<file path="config.mk">
export PLATFORM = sky130hd
export DESIGN_NAME = cache_read_requester
export DESIGN_NICKNAME = d
export VERILOG_FILES = /design/src/rtl/cache_read_requester.sv
export SDC_FILE = /design/constraint.sdc
export NUM_CORES = 1
export LEC_CHECK = 0
export BUFFER_PORTS_ARGS = -buffer_cell sky130_fd_sc_hd__buf_2
export CAP_MARGIN = 20
export CORE_ASPECT_RATIO = 1.25
export CORE_MARGIN = 2
export CORE_UTILIZATION = 50
export CTS_CLUSTER_DIAMETER = 50
export DETAILED_ROUTE_END_ITERATION = 6
export PLACE_DENSITY = 0.7
export SYNTH_ARGS = -nofsm -noshare
export SYNTH_HDL_FRONTEND = slang
export SYNTH_SLANG_ARGS = --single-unit
</file>
<file path="constraint.sdc">
create_clock -name clk -period 5.86 [get_ports clk]
set_input_delay 0 -clock clk [delete_from_list [all_inputs] [get_ports clk]]
set_output_delay 0 -clock clk [all_outputs]
set_load 0.02 [all_outputs]
</file>
<file path="src/rtl/cache_read_requester.sv">
// Per-client read front-end for one cache bank arbiter read input: in-order request queue,
// credit-gated issue, fixed 2-cycle return tracking and a valid/ready response FIFO.

package cache_read_requester_pkg;
  typedef struct packed {
    logic        ce;
    logic [31:0] addr;
  } cache_if_t;
endpackage

module cache_read_requester #(
  parameter type         IF_t       = cache_read_requester_pkg::cache_if_t,
  parameter int unsigned DATA_WIDTH = 32,
  parameter int unsigned TAG_WIDTH  = 4,
  parameter int unsigned REQ_DEPTH  = 4,
  parameter int unsigned RSP_DEPTH  = 4
) (
  input  logic                  clk,
  input  logic                  rst_n,
  input  logic                  IN_flush,
  input  logic                  IN_reqValid,
  output logic                  OUT_reqReady,
  input  IF_t                   IN_req,
  input  logic [TAG_WIDTH-1:0]  IN_reqTag,
  output IF_t                   OUT_read,
  input  logic                  IN_readReady,
  input  logic [DATA_WIDTH-1:0] IN_readData,
  output logic                  OUT_rspValid,
  input  logic                  IN_rspReady,
  output logic [DATA_WIDTH-1:0] OUT_rspData,
  output logic [TAG_WIDTH-1:0]  OUT_rspTag
);

  localparam int unsigned ReqPtrW = $clog2(REQ_DEPTH);
  localparam int unsigned ReqCntW = ReqPtrW + 1;
  localparam int unsigned RspPtrW = $clog2(RSP_DEPTH);
  localparam int unsigned RspCntW = RspPtrW + 1;
  localparam int unsigned CreditW = RspCntW + 1;

  // Request queue
  IF_t                  req_mem_q [REQ_DEPTH];
  logic [TAG_WIDTH-1:0] req_tag_q [REQ_DEPTH];
  logic [ReqPtrW-1:0]   req_wr_ptr_q, req_wr_ptr_d;
  logic [ReqPtrW-1:0]   req_rd_ptr_q, req_rd_ptr_d;
  logic [ReqCntW-1:0]   req_cnt_q, req_cnt_d;

  // In-flight return pipeline
  logic                 s1_valid_q, s1_valid_d;
  logic                 s2_valid_q, s2_valid_d;
  logic [TAG_WIDTH-1:0] s1_tag_q, s1_tag_d;
  logic [TAG_WIDTH-1:0] s2_tag_q, s2_tag_d;

  // Response FIFO
  logic [DATA_WIDTH-1:0] rsp_data_q [RSP_DEPTH];
  logic [TAG_WIDTH-1:0]  rsp_tag_q  [RSP_DEPTH];
  logic [RspPtrW-1:0]    rsp_wr_ptr_q, rsp_wr_ptr_d;
  logic [RspPtrW-1:0]    rsp_rd_ptr_q, rsp_rd_ptr_d;
  logic [RspCntW-1:0]    rsp_cnt_q, rsp_cnt_d;

  logic               req_push;
  logic               head_valid;
  logic [1:0]         inflight_cnt;
  logic [CreditW-1:0] committed;
  logic               credit;
  logic               read_en;
  logic               grant;
  logic               capture;
  logic               rsp_pop;

  assign OUT_reqReady = (req_cnt_q != ReqCntW'(REQ_DEPTH));
  assign req_push     = IN_reqValid && OUT_reqReady && !IN_flush;
  assign head_valid   = (req_cnt_q != '0);

  // Every response slot already promised to a granted read counts against the FIFO.
  assign inflight_cnt = {1'b0, s1_valid_q} + {1'b0, s2_valid_q};
  assign committed    = CreditW'(rsp_cnt_q) + CreditW'(inflight_cnt);
  assign credit       = (committed < CreditW'(RSP_DEPTH));
  assign read_en      = head_valid && credit && !IN_flush;
  assign grant        = read_en && IN_readReady;

  always_comb begin
    OUT_read    = req_mem_q[req_rd_ptr_q];
    OUT_read.ce = !read_en;
  end

  assign capture      = s2_valid_q && !IN_flush;
  assign OUT_rspValid = (rsp_cnt_q != '0);
  assign rsp_pop      = OUT_rspValid && IN_rspReady;
  assign OUT_rspData  = OUT_rspValid ? rsp_data_q[rsp_rd_ptr_q] : '0;
  assign OUT_rspTag   = OUT_rspValid ? rsp_tag_q[rsp_rd_ptr_q] : '0;

  always_comb begin
    req_wr_ptr_d = req_wr_ptr_q;
    req_rd_ptr_d = req_rd_ptr_q;
    req_cnt_d    = req_cnt_q;
    if (IN_flush) begin
      req_wr_ptr_d = '0;
      req_rd_ptr_d = '0;
      req_cnt_d    = '0;
    end else begin
      if (req_push) req_wr_ptr_d = req_wr_ptr_q + ReqPtrW'(1);
      if (grant)    req_rd_ptr_d = req_rd_ptr_q + ReqPtrW'(1);
      unique case ({req_push, grant})
        2'b10:   req_cnt_d = req_cnt_q + ReqCntW'(1);
        2'b01:   req_cnt_d = req_cnt_q - ReqCntW'(1);
        default: req_cnt_d = req_cnt_q;
      endcase
    end
  end

  always_comb begin
    s1_valid_d = grant;
    s1_tag_d   = req_tag_q[req_rd_ptr_q];
    s2_valid_d = s1_valid_q && !IN_flush;
    s2_tag_d   = s1_tag_q;
  end

  always_comb begin
    rsp_wr_ptr_d = rsp_wr_ptr_q;
    rsp_rd_ptr_d = rsp_rd_ptr_q;
    rsp_cnt_d    = rsp_cnt_q;
    if (IN_flush) begin
      rsp_wr_ptr_d = '0;
      rsp_rd_ptr_d = '0;
      rsp_cnt_d    = '0;
    end else begin
      if (capture) rsp_wr_ptr_d = rsp_wr_ptr_q + RspPtrW'(1);
      if (rsp_pop) rsp_rd_ptr_d = rsp_rd_ptr_q + RspPtrW'(1);
      unique case ({capture, rsp_pop})
        2'b10:   rsp_cnt_d = rsp_cnt_q + RspCntW'(1);
        2'b01:   rsp_cnt_d = rsp_cnt_q - RspCntW'(1);
        default: rsp_cnt_d = rsp_cnt_q;
      endcase
    end
  end

  always_ff @(posedge clk or negedge rst_n) begin
    if (!rst_n) begin
      req_wr_ptr_q <= '0;
      req_rd_ptr_q <= '0;
      req_cnt_q    <= '0;
      s1_valid_q   <= 1'b0;
      s2_valid_q   <= 1'b0;
      s1_tag_q     <= '0;
      s2_tag_q     <= '0;
      rsp_wr_ptr_q <= '0;
      rsp_rd_ptr_q <= '0;
      rsp_cnt_q    <= '0;
    end else begin
      req_wr_ptr_q <= req_wr_ptr_d;
      req_rd_ptr_q <= req_rd_ptr_d;
      req_cnt_q    <= req_cnt_d;
      s1_valid_q   <= s1_valid_d;
      s2_valid_q   <= s2_valid_d;
      s1_tag_q     <= s1_tag_d;
      s2_tag_q     <= s2_tag_d;
      rsp_wr_ptr_q <= rsp_wr_ptr_d;
      rsp_rd_ptr_q <= rsp_rd_ptr_d;
      rsp_cnt_q    <= rsp_cnt_d;
    end
  end

  // Storage arrays carry no reset; occupancy is tracked by the counters above.
  always_ff @(posedge clk) begin
    if (req_push) begin
      req_mem_q[req_wr_ptr_q] <= IN_req;
      req_tag_q[req_wr_ptr_q] <= IN_reqTag;
    end
    if (capture) begin
      rsp_data_q[rsp_wr_ptr_q] <= IN_readData;
      rsp_tag_q[rsp_wr_ptr_q]  <= s2_tag_q;
    end
  end

endmodule
</file>
Word level (Yosys, flattened, before mapping)
Memories as Yosys holds them, arrays and structs flattened. A register that Yosys moved wholly into a read port is not among the register bits.
Cells that the tools add are included.

operators by class
  $mul = 0
  reduce and logical (&&, ||, !) cells = 19
  eq/ne operators = 5
  add/subtract/negate cells = 10
  shift-type cells = 0
  div/mod/pow operators = 0
  $lt $le $gt $ge = 1
  bitwise operators = 0
  multiplexer cells = 18

operators with widths
  cell                                                number
  2-to-1 mux 32 bit                                   1
  2-to-1 mux 2 bit                                    8
  one-hot mux 3 bit (2 select lines)                  2
  nonzero test 3 bit                                  4
  adder 2 x 1 -> 2 bit, second input constant         4
  logical AND 1 bit                                   8
  nonzero test 2 bit                                  4
  adder 3 x 1 -> 3 bit, second input constant         2
  2-to-1 mux 3 bit                                    2
  subtractor 3 x 1 -> 3 bit, second input constant    2
  adder 3 x 2 -> 4 bit                                1
  == test 2 x 1 -> 1 bit, second input constant       2
  == test 2 bit, second input constant                2
  < comparator 4 x 3 -> 1 bit, second input constant  1
  2-to-1 mux 1 bit                                    4
  2-to-1 mux 4 bit                                    1
  logical NOT 1 bit                                   3
  inequality test 3 bit, second input constant        1
  adder 1 x 1 -> 2 bit                                1

storage, ports and cells
  bits in latches = 0
  bits of input ports = 75
  memories kept = 4
  ROM bits = 0
  bits in writable memories = 292
  output and inout bits = 71
  bits in registers = 20

memories
  memory      depth  bits a word  rd ports  clocked after Yosys merged registers in  write ports  RTL line  source
  req_mem_q   4      33           1         0                                        1            41        IF_t req_mem_q [REQ_DEPTH];
  rsp_data_q  4      32           1         0                                        1            54        logic [DATA_WIDTH-1:0] rsp_data_q [RSP_DEPTH];
  req_tag_q   4      4            1         1                                        1            42        logic [TAG_WIDTH-1:0] req_tag_q [REQ_DEPTH];
  rsp_tag_q   4      4            1         0                                        1            55        logic [TAG_WIDTH-1:0] rsp_tag_q [RSP_DEPTH];

Longest topological paths before layout
  depth after elaboration = 9
  gate-level depth with buffers = 8

Least setup slack after synthesis
No wires, ideal clock.

  kind = reg2reg
  start point = reg req_cnt_q[2]
  end point = mem req_mem_q[0][0] (netlist name), enable pin
  data required time = 5.463 ns
  cell stages (with the launch flop) = 6
  path buffers = 1
  slack = 3.323 ns
  arrival = 2.141 ns
  library setup time = 0.397 ns
  path through = dfrtp_1 > or3b_2 > clkbuf_1 > nand2_1 > nor2_1 > and2_1

on the way
  longest elaborated chain between the ends = 5

ends and longest elaborated chain
  element                                 RTL line  source
  start: declaration                      45        logic [ReqCntW-1:0] req_cnt_q, req_cnt_d;
  start signal: assignment                152       req_cnt_q <= req_cnt_d;
  inequality test 3 bit                   70        assign OUT_reqReady = (req_cnt_q != ReqCntW'(REQ_DEPTH));
  net OUT_reqReady                        22        output logic OUT_reqReady,
  logical AND 1 bit (2 in a row)          71        assign req_push = IN_reqValid && OUT_reqReady && !IN_flush;
  2-to-1 mux 1 bit                        165       if (req_push) begin
  2-to-1 mux 1 bit (implied by the code)  166       req_mem_q[req_wr_ptr_q] <= IN_req;
  end: declaration                        41

The timed path passes the listed nets, and every way through them passes these cells.

Worst setup path in the final report
  start point = reg rsp_rd_ptr_q[0]
  end point = out OUT_rspData[1]

on the way
  longest elaborated chain between the ends = 2

ends and longest elaborated chain
  element                   RTL line  source
  start: declaration        57        logic [RspPtrW-1:0] rsp_rd_ptr_q, rsp_rd_ptr_d;
  start signal: assignment  158       rsp_rd_ptr_q <= rsp_rd_ptr_d;
  memory read (4 x 32 bit)  -
  2-to-1 mux 32 bit         89        assign OUT_rspData = OUT_rspValid ? rsp_data_q[rsp_rd_ptr_q] : '0;
  end: declaration          30        output logic [DATA_WIDTH-1:0] OUT_rspData,

No other way between the ends.

==> results.txt <==
The post-layout net count is 842. IR analysis of the VDD net gives a maximum drop of 286.0 uV. The synthesized net count was 612.

By area the synthesized netlist is led by sky130_fd_sc_hd__edfxtp_1 73%, sky130_fd_sc_hd__mux4_2 14%, sky130_fd_sc_hd__dfrtp_1 5.1%, sky130_fd_sc_hd__and2_1 2.4%, sky130_fd_sc_hd__ha_1 0.95%. Leftover overflow at the end of global routing: 0. The capture point of the worst reg-to-reg path is req_cnt_q[2]. In this run the remaining antenna-violating nets after routing total 0. The via count was 5737; the overall routed net length was 20650 um. The logs give 62 for the number of placement rows and 0 for the number of maximum-capacitance constraint violations. The most frequently used flop master after synthesis was sky130_fd_sc_hd__edfxtp_1.

The data arrival time at the worst-slack endpoint came out at 2.70 ns. For the clock latency reported for the late side of the worst-skew pair, the log shows 0.54 ns. The number of setup buffers added after CTS is 0. The cell with the most instances after synthesis is sky130_fd_sc_hd__edfxtp_1.

The smallest hold slack was -0.002291 ns; the number of placed instances with taps included was 937. After routing, the total negative slack on setup checks comes to 0 ns. The number of different library cells used by synthesis comes to 34. OpenSTA, run right after detailed placement, puts the worst setup slack at 3.253 ns. The total count of hold-check failures in the final report was 4. Derived from the worst setup path, the maximum achievable clock frequency is 370.4 MHz.

The total number of yosys warnings was 0; the flop-to-flop setup slack was 3.26 ns. By startpoint and endpoint, the worst setup path is classified as register to primary output. After clock tree synthesis, the clock-pin slew on the worst setup and hold paths is 0.06 ns. The tools report the number of primary I/O pins as 146. TritonCTS built the clock tree.

The number of buffers on the longest clock path was 3. The synthesized design contains 288 enable-type register cells. Largest area contributor in the netlist: sky130_fd_sc_hd__edfxtp_1. Clock tree synthesis inserted a total of 31 buffers. Setup repair after global routing left no endpoint under its margin.

The number of remaining DRC errors was 0. For the via count of the first global-routing pass, the log shows 6421. The total global routing track utilization is 17.29%, and the number of H-tree levels is 1.

Slowest cell on the critical path: sky130_fd_sc_hd__dfrtp_2. Across all setup checks in the final design, the least slack found is 3.160 ns. The slew at the pin with the worst max-slew slack was 1.006 ns. The run finished, with violations left. The startpoint identified for the worst register-to-register timing path is rsp_cnt_q[0]. The worst setup path is launched from a register.

The net switching power figure was 1.504 mW; the final setup violation count was 0. The largest net degree at the start of global routing was 40. Dividing the final minimum period by the clock period gives 46.07%. The number of clock sinks was 312; the power per standard cell area was 390.7 nW/um^2. The count of cells in the finished layout, fillers not included, comes to 1068.

The checks that failed: negative hold slack. The initial utilization of the core area, before any placement, comes to 51.14%. Combinational logic burns 20.0% of the power. Using the TritonRoute via totals, the vias-per-cell ratio works out to 5.372.

The overall die area was 24900 sq um; the sequential group share of total power was 46.1%. The minimum period implied by the final worst setup slack works out to 2.700 ns. The clock network burns 33.9% of the power.

The maximum fanout along the worst path is 20, and the global-route wire length before repair is 33420 um. The number of detailed-route iterations in the first pass was 4; the HPWL after detailed placement was 11690 um. The DRC violation total after the first TritonRoute iteration came out at 255. In the synthesized netlist the async set-or-reset flop fraction comes to 7.692%. Dividing the detail-routed wire length by the instance count gives 19.34 um. After synthesis the netlist holds a flip-flop and latch count of 312.

Counting instances in the post-synthesis netlist gives the leading cell types as 288 x sky130_fd_sc_hd__edfxtp_1, 72 x sky130_fd_sc_hd__mux4_2, 45 x sky130_fd_sc_hd__and2_1. The capturing element type of the critical path is a primary output. Worst max-slew margin expressed relative to the limit: 32.92%. The run gives 526 as the gate count after technology mapping.

The number of cells on the worst reg-to-reg path is 8. Net switching is 26.39% of the power. The number of antenna violations at the first check in global routing is 0, and the average size of a mapped cell is 22.48 sq um. The last weighted congestion value of the routability-driven placer was 0.6974. STA puts the critical path data required time at 5.86 ns. The tools report the area inside the core boundary as 23120 sq um. For the area of the mapped netlist, the log shows 11820 sq um. The tightest min-delay check is of the primary input to asynchronous set/reset pin type.

Cell internal power was estimated by the tool at 4.195 mW. After synthesis, flip-flops and latches occupy 78.23% of the total area. The total leakage power was 5.101 nW. The area growth from synthesis to layout was 23.38%; the number of antenna repair diodes was 0. The die is 141.5 um wide. The clock skew after layout is 0.006056 ns. Traced cell by cell, the critical path runs through buf_4 -> mux4_2 -> and2_1 -> buf_2. In the final layout, the share of cells above drive strength 1 is 35.77%. The number of pins exceeding their max-slew limit in the final report was 0; the largest stage delay on the critical path was 0.80 ns. Clock tree synthesis selected as its root buffer the cell sky130_fd_sc_hd__clkbuf_16. The launching instance or port of the critical path is rsp_rd_ptr_q[0]. The share of the synthesized area in the top cell type was 73.15%; the quantity of I/O buffers inserted on ports was 144. Die span in y: 175.9 um.
[repair_timing]
action / in CTS / in global routing
gates resized for setup: 0 / 0
endpoints found under the setup margin: 0 / 0
hold buffers: 74 / 0
endpoints found under the hold margin: 311 / 0
[cells in the final DEF (no fill, tap or decap), drive strengths merged, types with 2 or more instances in the layout]
cell type / count
xor2: 4
nor2b: 4
mux4: 72
inv: 6
buf: 147
xnor2: 3
nor2: 11
ha: 9
dlygate4sd3: 74
nor3: 3
nand2: 5
nand2b: 5
a21oi: 4
fa: 2
clkinv: 12
dfrtp: 24
clkbuf: 38
nand3: 2
bufinv: 4
mux2: 2
mux2i: 5
and2: 45
edfxtp: 288
[area by class of cell]
| class | instances | area [sq um] |
|---|---|---|
| Timing Repair Buffer | 221 | 1484 |
| Inverter | 4 | 15.01 |
| Clock buffer | 38 | 802.0 |
| Tap cell | 288 | 360.3 |
| Fill cell | 1597 | 8531 |
| Clock inverter | 19 | 207.7 |
| Sequential cell | 312 | 9254 |
| Multi-Input combinational cell | 186 | 2464 |
[how the worst max path moves through the flow]
stage	end	slack [ns]	cells after the start
finish	OUT_rspData[1]	3.16	4
floorplan	req_mem_q[0][0]	3.32	5
global route	OUT_rspData[1]	2.90	4
detailed placement	req_cnt_q[2]	3.25	8
CTS	OUT_rspTag[3]	3.03	4
global placement	req_cnt_q[2]	3.29	8
[state kept, by name, indices dropped and copies added (netlist names)]
| name | cells |
|---|---|
| rsp_cnt_q | 3 |
| rsp_data_q | 128 |
| req_tag_q | 16 |
| s2_tag_q | 4 |
| rsp_tag_q | 16 |
| req_cnt_q | 3 |
| s1_tag_q | 4 |
| req_mem_q | 128 |
| s1_valid_q | 1 |
| s2_valid_q | 1 |
| rsp_wr_ptr_q | 2 |
| rsp_rd_ptr_q | 2 |
| req_wr_ptr_q | 2 |
| req_rd_ptr_q | 2 |
[power by group through the flow]
| stage | clock network (mW) | registers, mW | logic (mW) |
|---|---|---|---|
| 5_1_grt | 2.07 | 2.65 | 1.24 |
| 3_5_place_dp | 0 | 2.68 | 1.12 |
| 6_report | 1.93 | 2.63 | 1.14 |
| 2_1_floorplan | 0 | 2.61 | 0.827 |
| 3_3_place_gp | 0 | 2.67 | 1.10 |
| 4_1_cts | 1.98 | 2.63 | 1.17 |
[logic make-up after synthesis]
group / Yosys count / share of synthesized area [%]
flops: 312 / 78.23
mux: 79 / 14.33
simple gates: 79 / 3.810
buf+inv: 28 / 1.016
fa+ha+maj: 11 / 1.291
compound gates: 10 / 0.7410
xor+xnor: 7 / 0.5822
[metrics by stage]
| stage | instance area (sq um) | power (mW) | hold WS, ns | util [%] |
|---|---|---|---|---|
| after global placement | 12840 | 3.772 | 0.02248 | 55.53 |
| after floorplan | 11820 | 3.438 | -0.2956 | - |
| final | 14590 | 5.698 | -0.002291 | 63.10 |
| after global routing | 14590 | 5.958 | 0.03915 | 63.10 |
| after detailed placement | 12840 | 3.799 | 0.02832 | 55.53 |
| after CTS | 14590 | 5.775 | 0.002676 | 63.10 |
[routing by layer]
layer / up-vias / GRT usage, % / routed length (um)
li1: 2597 / - / -
met1: 2948 / 20.50 / 8211
met2: 166 / 31.37 / 10670
met3: 26 / 4.580 / 1398
met4: 0 / 4.375 / 379
met5: - / 0 / 0
[worst max-delay path, delay by kind of cell (launching register included)]
family | cells | cell delay [ns]
buf+inv | 2 | 0.62
flops | 1 | 0.80
mux | 1 | 0.56
simple gates | 1 | 0.17
Power figures use the tool's default switching activity.
